### config.mk
export PLATFORM = sky130hd
export DESIGN_NAME = lvds_capture_sequencer
export DESIGN_NICKNAME = d
export VERILOG_FILES = /design/src/rtl/lvds_capture_sequencer.sv
export SDC_FILE = /design/constraint.sdc
export NUM_CORES = 1
export LEC_CHECK = 0
export CAP_MARGIN = 20
export CORE_MARGIN = 2
export CORE_UTILIZATION = 30
export CTS_CLUSTER_SIZE = 14
export DETAILED_ROUTE_END_ITERATION = 7
export GPL_ROUTABILITY_DRIVEN = 1
export PLACE_DENSITY = 0.61
export SYNTH_ARGS = -nofsm -noshare
export SYNTH_HDL_FRONTEND = slang
export SYNTH_SLANG_ARGS = --single-unit
### constraint.sdc
create_clock -name ACLK -period 7.22 [get_ports ACLK]
set_input_delay 0.722 -clock ACLK [delete_from_list [all_inputs] [get_ports ACLK]]
set_output_delay 0.722 -clock ACLK [all_outputs]
set_load 0.03 [all_outputs]
### src/rtl/lvds_capture_sequencer.sv
// lvds_capture_sequencer: multi-packet capture sequencer for the LVDS ADC receiver.
// Issues start pulses, tracks packet completion, gaps, aborts and timeouts on ACLK.
module lvds_capture_sequencer #(
    parameter int CNT_W = 16,
    parameter int TO_W  = 24
) (
    input  logic             ACLK,
    input  logic             ARESETN,
    input  logic [31:0]      cfg_dsize,
    input  logic [CNT_W-1:0] cfg_npackets,
    input  logic [CNT_W-1:0] cfg_gap,
    input  logic             cfg_test,
    input  logic [TO_W-1:0]  cfg_timeout,
    input  logic             cmd_start,
    input  logic             cmd_abort,
    input  logic             rx_sr_pc,
    output logic             rx_start,
    output logic [31:0]      rx_dsize,
    output logic             rx_test,
    output logic             busy,
    output logic             done,
    output logic [CNT_W-1:0] pkt_cnt,
    output logic             err_timeout,
    output logic             err_cfg
);

    typedef enum logic [2:0] {
        IDLE,
        WAIT_RDY,
        START,
        WAIT_ACK,
        WAIT_PC,
        GAP
    } state_t;

    state_t state_q, state_d;

    logic [31:0]      dsize_q, dsize_d;
    logic             test_q, test_d;
    logic [CNT_W-1:0] npk_q, npk_d;
    logic [CNT_W-1:0] gap_q, gap_d;
    logic [TO_W-1:0]  tmo_q, tmo_d;
    logic [CNT_W-1:0] gcnt_q, gcnt_d;
    logic [TO_W-1:0]  tcnt_q, tcnt_d;
    logic [CNT_W-1:0] pkt_q, pkt_d;
    logic             abp_q, abp_d;
    logic             start_q, start_d;
    logic             busy_q, busy_d;
    logic             done_q, done_d;
    logic             eto_q, eto_d;
    logic             ecfg_q, ecfg_d;

    logic             accept;
    logic             cfg_bad;
    logic             abort_any;
    logic             last_pkt;
    logic             to_hit;
    logic             gap_end;
    logic [CNT_W-1:0] pkt_inc;

    // Abort beats start when both arrive together in IDLE
    assign accept    = cmd_start && !cmd_abort;
    assign cfg_bad   = (cfg_dsize == '0);
    assign abort_any = abp_q || cmd_abort;
    assign pkt_inc   = (&pkt_q) ? pkt_q : pkt_q + 1'b1;
    assign last_pkt  = (npk_q != '0) && (pkt_inc == npk_q);
    assign to_hit    = (tmo_q != '0) && (tcnt_q == tmo_q - 1'b1);
    assign gap_end   = (gcnt_q == gap_q - 1'b1);

    always_ff @(posedge ACLK or negedge ARESETN) begin
        if (!ARESETN) begin
            state_q <= IDLE;
            dsize_q <= '0;
            test_q  <= 1'b0;
            npk_q   <= '0;
            gap_q   <= '0;
            tmo_q   <= '0;
            gcnt_q  <= '0;
            tcnt_q  <= '0;
            pkt_q   <= '0;
            abp_q   <= 1'b0;
            start_q <= 1'b0;
            busy_q  <= 1'b0;
            done_q  <= 1'b0;
            eto_q   <= 1'b0;
            ecfg_q  <= 1'b0;
        end else begin
            state_q <= state_d;
            dsize_q <= dsize_d;
            test_q  <= test_d;
            npk_q   <= npk_d;
            gap_q   <= gap_d;
            tmo_q   <= tmo_d;
            gcnt_q  <= gcnt_d;
            tcnt_q  <= tcnt_d;
            pkt_q   <= pkt_d;
            abp_q   <= abp_d;
            start_q <= start_d;
            busy_q  <= busy_d;
            done_q  <= done_d;
            eto_q   <= eto_d;
            ecfg_q  <= ecfg_d;
        end
    end

    always_comb begin
        state_d = state_q;
        unique case (state_q)
            IDLE: begin
                if (accept && !cfg_bad) state_d = WAIT_RDY;
            end
            WAIT_RDY: begin
                if (cmd_abort)     state_d = IDLE;
                else if (rx_sr_pc) state_d = START;
            end
            START: begin
                state_d = WAIT_ACK;
            end
            WAIT_ACK: begin
                // Receiver still idle: the pulse was missed, send it again
                if (rx_sr_pc) state_d = START;
                else          state_d = WAIT_PC;
            end
            WAIT_PC: begin
                if (rx_sr_pc) begin
                    if (last_pkt || abort_any) state_d = IDLE;
                    else if (gap_q == '0)      state_d = WAIT_RDY;
                    else                       state_d = GAP;
                end else if (to_hit) begin
                    state_d = IDLE;
                end
            end
            GAP: begin
                if (cmd_abort)    state_d = IDLE;
                else if (gap_end) state_d = WAIT_RDY;
            end
            default: state_d = IDLE;
        endcase
    end

    always_comb begin
        dsize_d = dsize_q;
        test_d  = test_q;
        npk_d   = npk_q;
        gap_d   = gap_q;
        tmo_d   = tmo_q;
        pkt_d   = pkt_q;
        eto_d   = eto_q;
        ecfg_d  = ecfg_q;
        abp_d   = abp_q;
        gcnt_d  = '0;
        tcnt_d  = '0;
        start_d = (state_d == START);
        busy_d  = (state_d != IDLE);
        done_d  = (state_q != IDLE) && (state_d == IDLE);

        if (state_q == IDLE) begin
            abp_d = 1'b0;
            if (accept) begin
                dsize_d = cfg_dsize;
                test_d  = cfg_test;
                npk_d   = cfg_npackets;
                gap_d   = cfg_gap;
                tmo_d   = cfg_timeout;
                pkt_d   = '0;
                eto_d   = 1'b0;
                ecfg_d  = cfg_bad;
                done_d  = cfg_bad;
            end
        end

        if ((state_q == START) || (state_q == WAIT_ACK)) begin
            if (cmd_abort) abp_d = 1'b1;
        end

        if (state_q == WAIT_PC) begin
            if (cmd_abort) abp_d = 1'b1;
            tcnt_d = tcnt_q + 1'b1;
            if (rx_sr_pc)    pkt_d = pkt_inc;
            else if (to_hit) eto_d = 1'b1;
        end

        if (state_q == GAP) begin
            gcnt_d = gcnt_q + 1'b1;
        end
    end

    assign rx_start    = start_q;
    assign rx_dsize    = dsize_q;
    assign rx_test     = test_q;
    assign busy        = busy_q;
    assign done        = done_q;
    assign pkt_cnt     = pkt_q;
    assign err_timeout = eto_q;
    assign err_cfg     = ecfg_q;

endmodule
# After elaboration in Yosys (flattened, before gate mapping)

Index checks and enable logic that the tools add are counted.
Widths: inputs -> output; s select.

Word-level logic and storage cells: 79
Output and inout port bits: 54
Input port bits: 94
Register bits: 154

Add/sub/neg operators: 5
Equality and inequality tests: 9
Reductions and logical operators: 20
Mux-type cells: 30

Operators by type and width:

| operator              | number |
|---|---|
| $mux 16               | 6 |
| $add 16x1->16 const B | 2 |
| $eq 16x16->1          | 2 |
| $logic_not 32->1      | 1 |
| $mux 3                | 10 |
| $add 24x1->24 const B | 1 |
| $eq 24x24->1          | 1 |
| $mux 24               | 1 |
| $reduce_bool 24->1    | 1 |
| $sub 24x1->24 const B | 1 |
| $pmux 3 s6            | 1 |
| $logic_not 16->1      | 1 |
| $reduce_and 16->1     | 1 |
| $reduce_bool 16->1    | 1 |
| $sub 16x1->16 const B | 1 |
| $mux 1                | 12 |
| $eq 3x2->1 const B    | 3 |
| $eq 3x3->1 const B    | 2 |
| $logic_not 3->1       | 2 |
| $reduce_bool 3->1     | 2 |
| $logic_and 1x1->1     | 5 |
| $eq 3x1->1 const B    | 1 |
| $logic_or 1x1->1      | 3 |
| $logic_not 1->1       | 2 |
| $reduce_and 2->1      | 1 |

# Logic depth before layout (Yosys ltp)

Gate-level depths: netlist (run 1).

Depth in word-level cells: 12
Gate-level depth with buffers: 12
Depth with buffers taken out: 10

# Least setup slack after synthesis (run 1)

OpenSTA, ideal clock, no wires.

Kind: flip-flop to flip-flop
Start point: register pkt_q[1] (netlist: pkt_cnt[1])
End point: register state_q[2]
Stages on the path, launching flop included: 10
Clock period less this slack: 3,106 ps
Required time: 7,089 ps
Path buffers: 0
Library setup time: 131 ps
Path slack: 4,114 ps
Arrival: 2,975 ps
Cells stage by stage: dfrtp_1 -> ha_1 -> nand3_1 -> or4_1 -> and3_1 -> a211o_1 -> a2111o_1 -> nor4_2 -> a211oi_1 -> or3_1

Longest elaborated chain between the ends: 8
Elaborated cells between the ends (all ways): 9
Those cells by class: 1 x add/sub; 1 x eq/ne; 4 x mux; 3 x reduce/logical

Ends and longest elaborated chain:

| what                                               | RTL line | source |
|---|---|---|
| start: declaration                                 | 45       | `logic [CNT_W-1:0] pkt_q, pkt_d;` |
| start signal: assignment                           | 96       | `pkt_q <= pkt_d;` |
| $add 16x1->16 or $reduce_and 16->1 (tied branches) | 65       | `assign pkt_inc = (&pkt_q) ? pkt_q : pkt_q + 1'b1;` |
| $mux 16 *                                          | 65       |  |
| $eq 16x16->1 *                                     | 66       | `assign last_pkt = (npk_q != '0) && (pkt_inc == npk_q);` |
| $logic_and 1x1->1 *                                | 66       |  |
| $logic_or 1x1->1 *                                 | 126      | `if (last_pkt \|\| abort_any) state_d = IDLE;` |
| $mux 3 *                                           | 126      |  |
| $mux 3 *                                           | 125      | `if (rx_sr_pc) begin` |
| $pmux 3 s6 *                                       | 108      | `unique case (state_q)` |
| net state_d[2]                                     | 36       | `state_t state_q, state_d;` |
| end signal: assignment                             | 88       | `state_q <= state_d;` |
| end: declaration                                   | 36       |  |

The timed path passes the listed nets; every way through them passes the cells marked *.
A chain may end at the register's enable or synchronous reset.

# Worst setup path after layout (run 1)

Start point: register pkt_q[1] (netlist: pkt_cnt[1])
End point: register done_q (netlist: done)

Longest elaborated chain between the ends: 12
Elaborated cells between the ends (all ways): 13
Those cells by class: 1 x add/sub; 1 x eq/ne; 6 x mux; 5 x reduce/logical

Ends and longest elaborated chain:

| what                                               | RTL line | source |
|---|---|---|
| $add 16x1->16 or $reduce_and 16->1 (tied branches) | 65       |  |
| $mux 16 *                                          | 65       |  |
| $eq 16x16->1 *                                     | 66       |  |
| $logic_and 1x1->1 *                                | 66       |  |
| $logic_or 1x1->1 *                                 | 126      |  |
| $mux 3 *                                           | 126      |  |
| $mux 3 *                                           | 125      |  |
| $pmux 3 s6 *                                       | 108      |  |
| net state_d[0]                                     | 36       |  |
| $logic_not 3->1 *                                  | 155      | `done_d = (state_q != IDLE) && (state_d == IDLE);` |
| $logic_and 1x1->1 *                                | 155      |  |
| $mux 1                                             | 159      | `if (accept) begin` |
| $mux 1 *                                           | 157      | `if (state_q == IDLE) begin` |
| net done_d                                         | 49       | `logic done_q, done_d;` |
| end signal: assignment                             | 100      | `done_q <= done_d;` |
| end: declaration                                   | 49       |  |

Marks and branches as above.

==> results of run 1 <==
synth_stat cells (4+ instances only):
master and n:
nor3_1 26, inv_1 17, or2_2 6, and3_1 14, nand2_1 290, o21a_1 4
nor2b_1 4, dfrtp_1 154, and4_1 9, or4_1 11, nor2_1 74, buf_2 9
ha_1 5, or3_1 24, xor2_1 38, nand3b_1 5, nand2b_1 8, xnor2_1 51
nor3b_1 6, a211o_1 4, a31oi_1 6, a21oi_1 25, nor4_1 33, o21ai_0 41
mux2i_1 8, nand3_1 28, a211oi_1 7, o31ai_1 6, nand4_1 20, clkbuf_1 48
stage by stage:
step / hold WS (ns) / cells / power (mW) / util [%] / instance area (um2)
after floorplan: 0.4264 / 1050 / 2.396 / - / 8797
after global placement: 0.4568 / 1527 / 2.888 / 36.65 / 10550
after detailed placement: 0.4626 / 1527 / 2.913 / 36.65 / 10550
after CTS: 0.3651 / 1559 / 3.899 / 38.81 / 11170
after global routing: 0.3994 / 1561 / 4.136 / 38.84 / 11180
final: 0.3238 / 1561 / 3.869 / 38.84 / 11180
per-layer routing:
layer,GRT usage (%),up-vias,routed length [um]
met5,0,-,11
met4,5.972,2,609
met3,4.830,36,1811
met2,26.16,223,11230
met1,21.48,3722,11190
li1,-,3857,-
layout make-up:
class	instances	area [um2]	area share (%)
Inverter	17	63.81	0.5709
Tap cell	384	480.5	4.299
Sequential cell	154	3854	34.48
Multi-Input combinational cell	819	4632	41.44
Clock inverter	14	182.7	1.634
Clock buffer	18	439.2	3.929
Antenna cell	1	2.502	0.02239
Timing Repair Buffer	154	1523	13.62
flip-flops by register name, summed over array words and instances (netlist names):
name and count:
err_cfg 1, tmo_q 24, rx_dsize 32, pkt_cnt 16
tcnt_q 24, busy 1, err_timeout 1, abp_q 1
gap_q 16, rx_start 1, npk_q 16, gcnt_q 16
rx_test 1, done 1, state_q 3
worst max path at each step:
stage                       endpoint  slack [ns]  cells past startpoint
after floorplan           state_q[2]        4.11                      9
after global placement    state_q[2]        3.61                      9
after detailed placement        done        3.49                      9
after CTS                       done        3.47                      9
after global routing            done        3.04                      9
final                           done        3.37                      9
kinds of logic (layout without fill, tap and decap cells):
family	count (synthesis)	in the layout	share of synthesized area (%)
mux	10	10	1.166
flops	154	154	43.81
xor+xnor	90	90	9.117
fa+ha+maj	5	5	0.7111
buf+inv	77	203	3.598
simple gates	581	581	31.59
compound gates	133	133	10.01
other cells	0	1	0
power groups by stage:
stage	logic [mW]	clock network [mW]	registers, mW
2_1_floorplan	0.899	0	1.50
3_3_place_gp	1.45	0	1.43
3_5_place_dp	1.48	0	1.44
4_1_cts	1.48	0.986	1.43
5_1_grt	1.64	1.02	1.48
6_report	1.47	0.965	1.43
worst max-delay path, stage by stage (launching register included):
cell and delay (ns):
dfrtp_1 0.49, ha_1 0.30, nand3_1 0.50, nor4_1 0.82, a21oi_1 0.16, o21a_1 0.21, a2111o_1 0.38, nor4_2 0.38
o21ai_1 0.15, o41ai_2 0.35
==> flow_summary.ini, run 1 <==
[status]
status = finished, final reports clean

[cts]
clock-sinks = 154
cts_root_buf = clkbuf_16
cts_tree = yes
cts_hold_buf = 0
numCtsBuffers = 17
clkLatencyLatePin_ns = 0.43
cts.repair.resized = 0
clkTransAtPathRegs_ns = 0.07
post-cts-setup-buffer-count = 0
cts-htree-levels = 4
clk_path_buf_depth = 2

[grt]
gr-usage-all-layers_pct = 16.54
grt_pass1_vias = 7819
grt_overflow = 0
grt_antenna_before_repair = 2
grt_pass1_wl_um = 40960
grt_max_degree = 76

[synthesis]
synth_top_area_share_pct = 43.81
yosys_warnings = 0
synth.distinct_cells = 70
yosys-top-cells-area = dfrtp_1, nand2_1, xnor2_1, xor2_1, nor2_1
synth-seq-area-share_pct = 43.81
synth_seq_cells = 154
synth_cells = 1050
yosysTopAreaCell = dfrtp_1
syn-num-nets = 1149
syn-cell-area_mm2 = 0.008797
ys.flop_type = dfrtp_1
synthArstFlopShare_pct = 100.0
synth_edf_count = 0
synth.avg_cell_area_um2 = 8.378

[timing]
setup_slack_ns = 3.373
clock_skew_ns = 0.01530
setup_viol = 0
period_minus_slack_ns = 3.847
post-route-period-util_pct = 53.29
slew_viol_final = 0
max_freq_ghz = 0.2599
worst_pin_slew_ns = 0.9406
max_slew_margin_pct = 37.14
setup_tns_ns = 0
rsz0062_at_grt = no
hold_viol = 0

[cells_and_area]
fillers = 2867
drive_gt1_share_pct = 5.357
final_cell_mix = nand2_1, dfrtp_1, clkdlybuf4s50_1
final_common_cell = nand2_1
syn2layout_area_growth_pct = 27.05
layout.nets = 1262

[critical_path]
r2r_start = pkt_cnt[1]
endpoint_kind = flop
rrSetupSlack_ns = 3.37
rr_endpoint = done
worstPathArrival_ns = 4.17
start_kind = flop
criticalPathCategory = flop to flop
worst_r2r_path_depth = 9
cp.required_ns = 7.54
startpoint = pkt_cnt[1]
path_max_fanout = 17

[placed_design]
dp_hpwl_um = 17530
post-place-ws_ns = 3.495
place.gp.congestion = 0.8874
io_buffers = 147

[floorplanning]
die_width_um = 175.2
core_area_mm2 = 0.02878
fp.dieH_um = 175.2
start_util_pct = 30.57
pin_count = 148
core.rowCount = 62
dieArea_mm2 = 0.03071

[detailed_routing]
drc = 0
drtIter0Drc = 561
via_per_inst = 5.022
wirelength_um = 24850
dr.pass1.iters = 7
avgRoutedWirePerCell_um = 15.92
route.vias.total = 7840
ant_nets = 0

[power_and_ir_drop]
internal_power_mw = 2.322
leakagePower_nw = 4.688
p_seq_share_pct = 37.0
power.density_mw_per_mm2 = 346.2
pwr-share-clk_pct = 24.9
combPwrFrac_pct = 38.1
switching_share_pct = 39.99
p_switching_mw = 1.547
vdd_ir_drop_max_v = 0.0001714

[run]
maxCapViolations = 0

[hold_path]
hold_path.class = input port to asynchronous set/reset pin
Note: power is estimated with default switching activity, not from simulation.
==> run 2: changes to the inputs <==
--- a/config.mk
+++ b/config.mk
@@ -11,7 +11,7 @@
 export CTS_CLUSTER_SIZE = 14
 export DETAILED_ROUTE_END_ITERATION = 7
 export GPL_ROUTABILITY_DRIVEN = 1
-export PLACE_DENSITY = 0.61
+export PLACE_DENSITY = 0.63
 export SYNTH_ARGS = -nofsm -noshare
 export SYNTH_HDL_FRONTEND = slang
 export SYNTH_SLANG_ARGS = --single-unit
==> constraint.sdc (replaced) <==
create_clock -name ACLK -period 3.1 [get_ports ACLK]
set_input_delay 0.31 -clock ACLK [delete_from_list [all_inputs] [get_ports ACLK]]
set_output_delay 0.31 -clock ACLK [all_outputs]
set_load 0.03 [all_outputs]
==> run 2 against run 1 <==
  * Final cell count increased by 3.3%
  * Via count is 2.8% higher
  * Maximum frequency grew 29%
  * Clock skew shrank 0.0040 ns
  * Worst hold slack gained 0.089 ns
  * Clock power rose by 120%
  * Critical endpoint unchanged
==> flow_summary.ini, run 2 (synthesis results as in run 1) <==
[status]
status = finished, final reports clean

[timing]
setup_slack_ns = 0.1113
worst_pin_slew_ns = 0.7125
max_freq_ghz = 0.3346
setup_viol = 0
setup_tns_ns = 0
hold-worst-slack_ns = 0.4129
max_slew_margin_pct = 52.50
post-route-period-util_pct = 96.41
hold_viol = 0
slew_viol_final = 0
rsz0062_at_grt = no
period_minus_slack_ns = 2.989
clock_skew_ns = 0.01130

[floorplanning]
core.rowCount = 62
core_area_mm2 = 0.02878
fp.dieH_um = 175.2
pin_count = 148
die_width_um = 175.2
start_util_pct = 30.57
dieArea_mm2 = 0.03071

[detailed_routing]
drc = 0
via_per_inst = 4.998
wirelength_um = 25040
avgRoutedWirePerCell_um = 15.54
dr.pass1.iters = 5
drtIter0Drc = 549
ant_nets = 0
route.vias.total = 8056

[power_and_ir_drop]
combPwrFrac_pct = 42.1
pwr-share-clk_pct = 22.8
power_mw = 9.109
power.density_mw_per_mm2 = 781.3
p_switching_mw = 3.557
switching_share_pct = 39.05
vdd_ir_drop_max_v = 0.0003681
leakagePower_nw = 4.970
p_seq_share_pct = 35.1
internal_power_mw = 5.552

[cts]
clk_path_buf_depth = 2
clock-sinks = 154
cts-htree-levels = 4
numCtsBuffers = 17
cts_tree = yes
post-cts-setup-buffer-count = 0
clkTransAtPathRegs_ns = 0.07
clkLatencyLatePin_ns = 0.43
cts_root_buf = clkbuf_16

[grt]
grt_antenna_before_repair = 0
grt_pass1_wl_um = 40970
grt_max_degree = 89
gr-usage-all-layers_pct = 16.58
grt_pass1_vias = 7987
grt_overflow = 0

[placed_design]
io_buffers = 147
placed_cells = 1582
post-place-ws_ns = 0.04552
dp_hpwl_um = 18370
place.gp.congestion = 0.9282

[cells_and_area]
syn2layout_area_growth_pct = 32.53
drive_gt1_share_pct = 10.42
largest_reg_flops = 32
layout.nets = 1317
fin_cells = 1612
final_common_cell = nand2_1
final_cell_mix = nand2_1, dfrtp_1, clkdlybuf4s50_1
antenna_cells = 0

[critical_path]
path_max_fanout = 4
crit_slowest_cell = nor4_1
criticalPathCategory = flop to flop
cp.required_ns = 3.42
start_kind = flop
endpoint_kind = flop
crit_path_cell_trace = ha_1 > nand3_2 > nor4_1 > mux2i_1 > a211o_1 > a2111o_1 > nor4_4 > o21ai_1 > o41ai_2
worstPathArrival_ns = 3.31
critPathMaxStageDelay_ns = 0.52

[run]
maxCapViolations = 0

[hold_path]
hold_path.class = input port to flop
==> run 2: cell count changes in the layout (fill, tap and decap cells not counted), moves of 3 or more <==
cell      before  now
nor3_2         1    6
inv_6          6    1
clkbuf_1       0    3
nor4_2         2    6
buf_4          6   60
nor3_1        26   21
clkbuf_8       1    4
nor4_1        33   28
==> run 2: power groups by stage <==
stage | clock (mW) | combinational, mW | sequential (mW)
global route | 2.22 | 4.24 | 3.29
global placement | 0 | 3.77 | 3.20
detailed placement | 0 | 3.79 | 3.20
CTS | 2.13 | 3.81 | 3.19
finish | 2.08 | 3.84 | 3.20
floorplan | 0 | 2.09 | 3.49
==> run 2: through the flow <==
| stage | cell area (um2) | util (%) |
|---|---|---|
| 3_5_place_dp | 10980 | 38.14 |
| 2_1_floorplan | 8800 | - |
| 3_3_place_gp | 10980 | 38.14 |
| 4_1_cts | 11560 | 40.18 |
| 6_report | 11660 | 40.51 |
| 5_1_grt | 11660 | 40.51 |
==> run 2: area by class of cell <==
type | count | area [um2]
Clock buffer | 24 | 491.7
Clock inverter | 5 | 86.33
Fill cell | 2892 | 17120
Inverter | 17 | 63.81
Multi-Input combinational cell | 819 | 4727
Sequential cell | 154 | 3856
Tap cell | 384 | 480.5
Timing Repair Buffer | 209 | 1953
==> run 2: critical path, delay by kind of cell, from the launching register on <==
family                     cells  cell delay, ns
adders and majority gates      1            0.18
DFF                            1            0.36
and+or+nand+nor                3            0.98
muxes                          1            0.15
AOI/OAI and AO/OA              4            1.21
==> run 2: final timing paths <==
check | from | to | slack [ns] | depth (start not counted)
min in group asynchronous | ARESETN | npk_q[10] | 0.49 | 2
worst min register to register | rx_dsize[5] | rx_dsize[5] | 0.47 | 2
worst min-delay path | cfg_npackets[7] | npk_q[7] | 0.41 | 3
worst max-delay path | pkt_cnt[0] | done | 0.11 | 9
worst max register to register | pkt_cnt[0] | done | 0.11 | 9
max in group asynchronous | ARESETN | tmo_q[5] | 1.69 | 3
==> run 2: metal layers <==
layer  wire, um  track usage (%)
met2      11590            26.79
met5          0                0
met4        609            6.632
met3       1711            4.286
met1      11140            21.15
==> run 2: timing repair <==
| item | in CTS | in global routing |
|---|---|---|
| hold buffers | 1 | 0 |
| setup endpoints to repair | 0 | 2 |
| endpoints found under the hold margin | 69 | 0 |
| resized for setup | 0 | 18 |
